$ cat config.mk
export PLATFORM = sky130hd
export DESIGN_NAME = isa_decode_mc
export DESIGN_NICKNAME = d
export VERILOG_FILES = /design/src/rtl/isa_decode_pkg.sv /design/src/rtl/isa_tx_fifo.sv /design/src/rtl/isa_decode_mc.sv
export SDC_FILE = /design/constraint.sdc
export NUM_CORES = 2
export LEC_CHECK = 0
export ABC_AREA = 1
export CAP_MARGIN = 20
export CORE_MARGIN = 1
export CORE_UTILIZATION = 60
export CTS_CLUSTER_DIAMETER = 120
export DETAILED_ROUTE_END_ITERATION = 7
export PLACE_DENSITY = 0.8
export SLEW_MARGIN = 20
export SYNTH_ARGS = -nofsm -noshare
export SYNTH_HDL_FRONTEND = slang
export SYNTH_SLANG_ARGS = --single-unit
$ cat constraint.sdc
create_clock -name I_rd_clk -period 8.4 [get_ports I_rd_clk]
set_input_delay 1.26 -clock I_rd_clk [delete_from_list [all_inputs] [get_ports I_rd_clk]]
set_output_delay 1.26 -clock I_rd_clk [all_outputs]
set_load 0.005 [all_outputs]
$ cat src/rtl/isa_decode_pkg.sv
// Shared constants and types for the ISA command decoder: register offsets,
// sequencer state encoding and a constant clog2 helper.
package isa_decode_pkg;

  localparam logic [3:0] OFF_TRIG     = 4'h0;
  localparam logic [3:0] OFF_INTERVAL = 4'h4;
  localparam logic [3:0] OFF_MASK     = 4'h8;
  localparam logic [3:0] OFF_WADD     = 4'h0;
  localparam logic [3:0] OFF_OFFSET   = 4'h4;
  localparam logic [3:0] OFF_WCLR     = 4'h8;

  typedef enum logic {
    SEQ_IDLE = 1'b0,
    SEQ_RUN  = 1'b1
  } seq_state_e;

  function automatic int clog2(input int n);
    int r;
    r = 0;
    while ((1 << r) < n) r++;
    return r;
  endfunction

endpackage

$ cat src/rtl/isa_tx_fifo.sv
// Show-ahead FIFO for host-bound TX words; the head is presented while
// non-empty and popped on pop_i, pops when empty and pushes when full are ignored.
module isa_tx_fifo
  import isa_decode_pkg::*;
#(
  parameter int DEPTH = 8,
  parameter int WIDTH = 64
) (
  input  logic                    I_rd_clk,
  input  logic                    I_rst_n,
  input  logic                    push_i,
  input  logic                    pop_i,
  input  logic [WIDTH-1:0]        wdata_i,
  output logic [WIDTH-1:0]        rdata_o,
  output logic                    full_o,
  output logic [clog2(DEPTH):0]   count_o
);

  localparam int AW = clog2(DEPTH);
  localparam logic [AW:0]   FULL_CNT = (AW+1)'(DEPTH);
  localparam logic [AW:0]   CNT_ONE  = (AW+1)'(1);
  localparam logic [AW-1:0] PTR_ONE  = AW'(1);

  logic [WIDTH-1:0] mem_q [DEPTH];
  logic [AW-1:0]    wr_ptr_q, rd_ptr_q;
  logic [AW:0]      count_q;
  logic             empty, do_push, do_pop;

  assign empty   = (count_q == '0);
  assign full_o  = (count_q == FULL_CNT);
  assign count_o = count_q;
  assign do_push = push_i && !full_o;
  assign do_pop  = pop_i && !empty;
  assign rdata_o = empty ? '0 : mem_q[rd_ptr_q];

  // NOTE: the storage array is deliberately left unreset; only pointers and the
  // occupancy count need a known state, and the head is masked while empty.
  always_ff @(posedge I_rd_clk) begin
    if (do_push) mem_q[wr_ptr_q] <= wdata_i;
  end

  always_ff @(posedge I_rd_clk or negedge I_rst_n) begin
    if (!I_rst_n) begin
      wr_ptr_q <= '0;
      rd_ptr_q <= '0;
      count_q  <= '0;
    end else begin
      if (do_push) wr_ptr_q <= wr_ptr_q + PTR_ONE;
      if (do_pop)  rd_ptr_q <= rd_ptr_q + PTR_ONE;
      unique case ({do_push, do_pop})
        2'b10:   count_q <= count_q + CNT_ONE;
        2'b01:   count_q <= count_q - CNT_ONE;
        default: count_q <= count_q;
      endcase
    end
  end

endmodule

$ cat src/rtl/isa_decode_mc.sv
// Multi-channel ISA command decoder: registered decode of {addr,data} beats into
// trigger sequencers, a wait accumulator, an offset register and a TX FIFO.
module isa_decode_mc
  import isa_decode_pkg::*;
#(
  parameter int ADDR_W     = 32,
  parameter int DATA_W     = 32,
  parameter int NUM_CH     = 4,
  parameter int FIFO_DEPTH = 8,
  parameter int WAIT_W     = 32,
  parameter int WAIT_INS   = 24,
  parameter logic [ADDR_W-1:0] BASE_TRIG = 32'h4000_1000,
  parameter logic [ADDR_W-1:0] BASE_WAIT = 32'h4000_2000,
  parameter logic [ADDR_W-1:0] BASE_TX   = 32'h4000_4000
) (
  input  logic                     I_rd_clk,
  input  logic                     I_rst_n,
  input  logic                     I_cmd_valid,
  output logic                     O_cmd_ready,
  input  logic [ADDR_W-1:0]        I_cmd_addr,
  input  logic [DATA_W-1:0]        I_cmd_data,
  output logic [ADDR_W+DATA_W-1:0] O_tx_data,
  output logic                     O_tx_valid,
  input  logic                     I_tx_ready,
  output logic [NUM_CH-1:0]        O_trig,
  output logic [NUM_CH*DATA_W-1:0] O_trig_mask,
  output logic [NUM_CH-1:0]        O_trig_busy,
  output logic [WAIT_W-1:0]        O_wait,
  output logic [DATA_W-1:0]        O_offset,
  output logic [15:0]              O_unmapped
);

  localparam int CNT_W = clog2(FIFO_DEPTH) + 1;
  localparam logic [DATA_W-1:0] INS_MASK = ~({DATA_W{1'b1}} << WAIT_INS);
  localparam logic [DATA_W-1:0] D_ONE    = DATA_W'(1);

  logic                     rdy_q;
  logic [WAIT_W-1:0]        wait_q;
  logic [DATA_W-1:0]        offset_q;
  logic [15:0]              unmapped_q;
  logic                     fifo_full;
  logic [CNT_W-1:0]         fifo_count;
  logic [ADDR_W+DATA_W-1:0] fifo_wdata;
  logic [DATA_W-1:0]        tx_word;

  logic       accept, ch_ok;
  logic [3:0] reg_off, ch_idx;
  logic       trig_region, wait_region, tx_region;
  logic       trig_hit, intv_hit, mask_hit, wadd_hit, off_hit, wclr_hit, tx_hit, unmapped_hit;

  assign O_cmd_ready = rdy_q && !fifo_full;
  assign accept      = I_cmd_valid && O_cmd_ready;

  assign reg_off     = I_cmd_addr[3:0];
  assign ch_idx      = I_cmd_addr[7:4];
  assign ch_ok       = int'(ch_idx) < NUM_CH;
  assign trig_region = (I_cmd_addr[ADDR_W-1:8]  == BASE_TRIG[ADDR_W-1:8]);
  assign wait_region = (I_cmd_addr[ADDR_W-1:4]  == BASE_WAIT[ADDR_W-1:4]);
  assign tx_region   = (I_cmd_addr[ADDR_W-1:12] == BASE_TX[ADDR_W-1:12]);

  assign trig_hit = accept && trig_region && ch_ok && (reg_off == OFF_TRIG);
  assign intv_hit = accept && trig_region && ch_ok && (reg_off == OFF_INTERVAL);
  assign mask_hit = accept && trig_region && ch_ok && (reg_off == OFF_MASK);
  assign wadd_hit = accept && wait_region && (reg_off == OFF_WADD);
  assign off_hit  = accept && wait_region && (reg_off == OFF_OFFSET);
  assign wclr_hit = accept && wait_region && (reg_off == OFF_WCLR);
  assign tx_hit   = accept && tx_region;
  assign unmapped_hit = accept && !(trig_hit || intv_hit || mask_hit ||
                                    wadd_hit || off_hit || wclr_hit || tx_hit);

  // TX words carry the pre-update wait value in their low WAIT_INS data bits.
  assign tx_word    = (I_cmd_data & ~INS_MASK) | (DATA_W'(wait_q) & INS_MASK);
  assign fifo_wdata = {I_cmd_addr, tx_hit ? tx_word : I_cmd_data};

  isa_tx_fifo #(
    .DEPTH (FIFO_DEPTH),
    .WIDTH (ADDR_W + DATA_W)
  ) u_tx_fifo (
    .I_rd_clk (I_rd_clk),
    .I_rst_n  (I_rst_n),
    .push_i   (trig_hit || tx_hit),
    .pop_i    (I_tx_ready),
    .wdata_i  (fifo_wdata),
    .rdata_o  (O_tx_data),
    .full_o   (fifo_full),
    .count_o  (fifo_count)
  );

  assign O_tx_valid = (fifo_count != '0);

  always_ff @(posedge I_rd_clk or negedge I_rst_n) begin
    if (!I_rst_n) begin
      rdy_q      <= 1'b0;
      wait_q     <= '0;
      offset_q   <= '0;
      unmapped_q <= '0;
    end else begin
      rdy_q <= 1'b1;
      if (wadd_hit)                 wait_q <= wait_q + WAIT_W'(I_cmd_data);
      else if (wclr_hit || trig_hit) wait_q <= '0;
      if (off_hit) offset_q <= I_cmd_data;
      if (unmapped_hit && unmapped_q != 16'hFFFF) unmapped_q <= unmapped_q + 16'd1;
    end
  end

  assign O_wait     = wait_q;
  assign O_offset   = offset_q;
  assign O_unmapped = unmapped_q;

  for (genvar c = 0; c < NUM_CH; c++) begin : g_ch
    seq_state_e        state_q, state_d;
    logic [DATA_W-1:0] step_q, mask_q, cnt_q, cnt_d, rem_q, rem_d, eff_step;
    logic              trig_q, trig_d, sel;

    assign sel      = (int'(ch_idx) == c);
    assign eff_step = (step_q == '0) ? D_ONE : step_q;

    // NOTE: every next-state variable gets a default before any branch, so no
    // path through this block leaves a variable unassigned and no latch appears.
    always_comb begin
      state_d = state_q;
      cnt_d   = cnt_q;
      rem_d   = rem_q;
      trig_d  = 1'b0;
      if (trig_hit && sel) begin
        if (I_cmd_data == '0) begin
          state_d = SEQ_IDLE;
          cnt_d   = '0;
          rem_d   = '0;
        end else begin
          trig_d  = 1'b1;
          cnt_d   = eff_step;
          rem_d   = I_cmd_data - D_ONE;
          state_d = (I_cmd_data == D_ONE) ? SEQ_IDLE : SEQ_RUN;
        end
      end else if (state_q == SEQ_RUN) begin
        if (cnt_q == D_ONE) begin
          trig_d = 1'b1;
          cnt_d  = eff_step;
          rem_d  = rem_q - D_ONE;
          if (rem_q == D_ONE) state_d = SEQ_IDLE;
        end else begin
          cnt_d = cnt_q - D_ONE;
        end
      end
    end

    // NOTE: clocked state uses non-blocking assignments so every register in the
    // design samples pre-edge values regardless of block evaluation order.
    always_ff @(posedge I_rd_clk or negedge I_rst_n) begin
      if (!I_rst_n) begin
        state_q <= SEQ_IDLE;
        cnt_q   <= '0;
        rem_q   <= '0;
        trig_q  <= 1'b0;
        step_q  <= '0;
        mask_q  <= '0;
      end else begin
        state_q <= state_d;
        cnt_q   <= cnt_d;
        rem_q   <= rem_d;
        trig_q  <= trig_d;
        if (intv_hit && sel) step_q <= I_cmd_data;
        if (mask_hit && sel) mask_q <= I_cmd_data;
      end
    end

    assign O_trig[c]      = trig_q;
    assign O_trig_busy[c] = (state_q == SEQ_RUN);
    assign O_trig_mask[c*DATA_W +: DATA_W] = mask_q;
  end

endmodule

==> out/summary.log <==
qor: outcome.outcome finished, violations left
qor: outcome.violated_checks design-rule violations
qor: floorplanning.coreArea 95000 sq um
qor: timing.final_min_period_over_clock_period 70.7%
qor: timing.tns 0 ns
qor: place.gp_routability_congestion 1.02
qor: layout.final_common_cell sky130_fd_sc_hd__nand2_1
qor: floorplanning.floorplan.die.height 312 microns
qor: clock_tree.clock_transition_at_the_register_clock_pins_on_the_worst_setup_and_hold_paths_after_cts 0.06 ns
qor: clock_tree.clockRootBuffer sky130_fd_sc_hd__clkbuf_16
qor: global_routing.groute.usage.overall 39.2%
qor: timing.finalHoldViolCount 0
qor: timing.worstMarginPinSlew 1.21 ns
qor: timing.timing.hold.ws 0.484 ns
qor: place.placed_cells 8520
qor: floorplanning.die_area 97300 sq um
qor: critical_path.critical_path_required_time 7.14 ns
qor: timing.grt_setup_unrepaired no
qor: layout.post-route-cell-area 66300 sq um
qor: timing.final.setup_skew 0.0292 ns
qor: global_routing.antenna_violations_before_repair 14
qor: place.post_dp_cell_area 62100 sq um
qor: place.hpwlAfterDp 125 mm
qor: floorplanning.die_w 312 microns
qor: clock_tree.cts_max_path_buffers 3
qor: timing.post-route-worst-setup-slack 2.46 ns
qor: layout.area.growth.synth_to_final 15.1%
qor: route.via_count 52600
qor: route.drt_first_pass_iters 8
qor: synth.ys_ff_latch 1123
qor: synth.synth-edff-count 512
qor: route.post_drt_via_cell_ratio 6.01
qor: clock_tree.post_cts_resized 0
qor: route.wire_per_inst 22.0 microns
qor: synth.synth_top_flop_cell sky130_fd_sc_hd__dfrtp_1
qor: synth.post_synth_instance_area 57600 sq um
qor: synth.synth.lib_cells_used.distinct 46
qor: floorplanning.io-pin-count 350
qor: min_path.worst_hold_path_type input pin to async pin
qor: route.drt_drc_violations_left 4
qor: clock_tree.h-tree-depth 3
qor: timing.clock.fmax 168 MHz
qor: critical_path.timing.critical_path.fanout_max 68
qor: floorplanning.initial_core_util 60.7%
qor: synth.ys_async_sr_fraction 54.4%
qor: synth.avgSynthCellArea 8.06 sq um
qor: place.dp_worst_setup_slack 2.90 ns
qor: synth.synth_area_leaders sky130_fd_sc_hd__edfxtp_1 (27%), sky130_fd_sc_hd__dfrtp_1 (27%), sky130_fd_sc_hd__nand2_1 (13%)
qor: power.leakage 29.1 nW
qor: clock_tree.cts_setup_buffers 0
qor: synth.netlist.area_leader.share 26.7%
qor: place.port-buffer-count 349
qor: run.maximum_capacitance_violations 0
qor: timing.finalSetupViolations 0
qor: global_routing.overflow 0
qor: clock_tree.cts.sink_count 1123
qor: layout.final_cell_mix sky130_fd_sc_hd__nand2_1 (2059), sky130_fd_sc_hd__nor2_1 (1239), sky130_fd_sc_hd__o21ai_0 (788)
qor: route.drt-total-wl 193 mm
qor: clock_tree.clock_latency 0.74 ns
qor: layout.layout-drive-gt1-share 4.38%
qor: global_routing.grt_pass1_wl 293 mm
qor: timing.worst_slew_margin_rel 19.0%
qor: power.pwr_density_cell 219 nW/um^2
qor: power.ir_worst_vdd 0.000276 V
qor: clock_tree.cts_buffers 113
qor: synth.synthesis.yosys.warnings 0
qor: synth.synth_sequential_area_ratio 53.2%
qor: floorplanning.rows 113
qor: route.ant_nets 0
qor: route.dr.first_iter.drc_count 6453
qor: clock_tree.holdBufCountCts 0
qor: synth.synthesized_instance_count 7148
qor: synth.yosysTopAreaCell sky130_fd_sc_hd__edfxtp_1
qor: critical_path.timing.critical_path.from_type flip-flop
qor: timing.period_needed 5.94 ns
qor: synth.synthesis.nets 7272
qor: global_routing.grt_max_degree 185
qor: timing.timing.final.max_slew_violations 0
qor: critical_path.type_of_destination_of_the_critical_path primary output
qor: critical_path.worstSetupPathType flip-flop to primary output
qor: layout.final_nets 7497
qor: clock_tree.cts_tree yes
qor: global_routing.first_global_vias 50000
qor: layout.finish.cell_count_without_fillers 8747
qor: critical_path.crit_arrival 4.68 ns
layout make-up:
type | count | area (sq um)
flip-flops and latches | 1123 | 30700
fillers | 7551 | 28700
multi-input cells | 5314 | 24300
repair buffers | 417 | 4100
clock buffers | 141 | 3030
well taps | 1265 | 1580
inverters | 404 | 1530
clock inverters | 75 | 1100
diodes | 8 | 20.0
state kept, by name, summed over array words and instances, names as in the netlist:
register            cells
g_ch.trig_q             4
O_unmapped             16
rdy_q                   1
u_tx_fifo.rd_ptr_q      3
O_wait                 32
u_tx_fifo.wr_ptr_q      3
g_ch.rem_q            128
u_tx_fifo.mem_q       512
g_ch.cnt_q            128
g_ch.state_q            4
u_tx_fifo.count_o       4
g_ch.mask_q           128
O_offset               32
g_ch.step_q           128
where the power goes:
part           switching [mW]  internal, mW
Sequential              0.129          5.78
Combinational            1.85          1.17
Clock                    2.31          3.30
Total                    4.28          10.2
metrics by stage:
stage | power (mW) | util (%)
floorplan | 7.54 | -
global placement | 8.88 | 65.3
detailed placement | 8.97 | 65.4
CTS | 14.5 | 69.7
global route | 15.0 | 69.8
finish | 14.5 | 69.8
critical path, stage by stage (launching register included):
cell and delay (ns):
sky130_fd_sc_hd__dfrtp_4 0.75, sky130_fd_sc_hd__inv_4 0.74, sky130_fd_sc_hd__buf_4 0.70, sky130_fd_sc_hd__o21ai_0 0.24, sky130_fd_sc_hd__o22ai_1 0.20, sky130_fd_sc_hd__o21ai_0 0.13
sky130_fd_sc_hd__a31oi_1 0.52, sky130_fd_sc_hd__clkdlybuf4s50_1 0.61
kinds of logic (layout without fill, tap and decap cells):
logic type	Yosys count	after routing	synth area share [%]
AOI/OAI and AO/OA	1102	1102	10.0
DFF	1123	1123	53.2
buffers and inverters	711	1037	4.84
other	1	9	0.00651
xor gates and xnor gates	192	192	2.92
adders and majority gates	56	56	1.23
and+or+nand+nor	3963	3963	27.8
worst paths after layout:
path	slack, ns	to	cells past startpoint	startpoint
setup / recovery	2.46	O_tx_data[22]	7	u_tx_fifo.rd_ptr_q[1]$_DFFE_PN0P_
hold / removal	0.48	O_unmapped[7]$_DFFE_PN0P_	1	I_rst_n
setup reg to reg	4.59	u_tx_fifo.mem_q[3][48]$_DFFE_PP_	9	u_tx_fifo.count_o[0]$_DFFE_PN0P_
hold reg to reg	0.48	g_ch[3].step_q[23]$_DFFE_PN0P_	2	g_ch[3].step_q[23]$_DFFE_PN0P_
max in group asynchronous	5.84	g_ch[3].step_q[9]$_DFFE_PN0P_	4	I_rst_n
min in group I_rd_clk	0.48	g_ch[3].step_q[23]$_DFFE_PN0P_	2	g_ch[3].step_q[23]$_DFFE_PN0P_
layer usage:
layer  global-route usage [%]  up-vias  share of wire, %
met1                     50.6    25000                38
met2                     61.9     2960                46
met4                     20.6        6               5.3
met5                        0        -             0.018
li1                         -    24000                 -
met3                     9.04      543                11
synthesized netlist by cell type, types with 3 or more instances:
| library cell | instances |
|---|---|
| sky130_fd_sc_hd__a21oi_1 | 111 |
| sky130_fd_sc_hd__nor2_1 | 1244 |
| sky130_fd_sc_hd__a31oi_1 | 66 |
| sky130_fd_sc_hd__nor2_4 | 3 |
| sky130_fd_sc_hd__inv_1 | 391 |
| sky130_fd_sc_hd__o211ai_1 | 14 |
| sky130_fd_sc_hd__inv_2 | 5 |
| sky130_fd_sc_hd__clkbuf_1 | 226 |
| sky130_fd_sc_hd__edfxtp_1 | 512 |
| sky130_fd_sc_hd__nand4_1 | 79 |
| sky130_fd_sc_hd__nor2_2 | 9 |
| sky130_fd_sc_hd__or2_2 | 12 |
| sky130_fd_sc_hd__buf_2 | 51 |
| sky130_fd_sc_hd__nor3_1 | 63 |
| sky130_fd_sc_hd__buf_1 | 16 |
| sky130_fd_sc_hd__ha_1 | 55 |
| sky130_fd_sc_hd__clkinv_1 | 8 |
| sky130_fd_sc_hd__o21ai_0 | 791 |
| sky130_fd_sc_hd__o22ai_1 | 78 |
| sky130_fd_sc_hd__and2_1 | 4 |
| sky130_fd_sc_hd__xor2_1 | 96 |
| sky130_fd_sc_hd__nand3b_1 | 30 |
| sky130_fd_sc_hd__nand3_1 | 433 |
| sky130_fd_sc_hd__nand2_2 | 4 |
| sky130_fd_sc_hd__xnor2_1 | 96 |
| sky130_fd_sc_hd__o21ai_1 | 30 |
| sky130_fd_sc_hd__dfrtp_1 | 611 |
| sky130_fd_sc_hd__buf_4 | 13 |
| sky130_fd_sc_hd__nand3_2 | 10 |
| sky130_fd_sc_hd__o21bai_1 | 5 |
| sky130_fd_sc_hd__nor4_1 | 5 |
| sky130_fd_sc_hd__nand2_1 | 2059 |
Power figures use the tool's default switching activity.
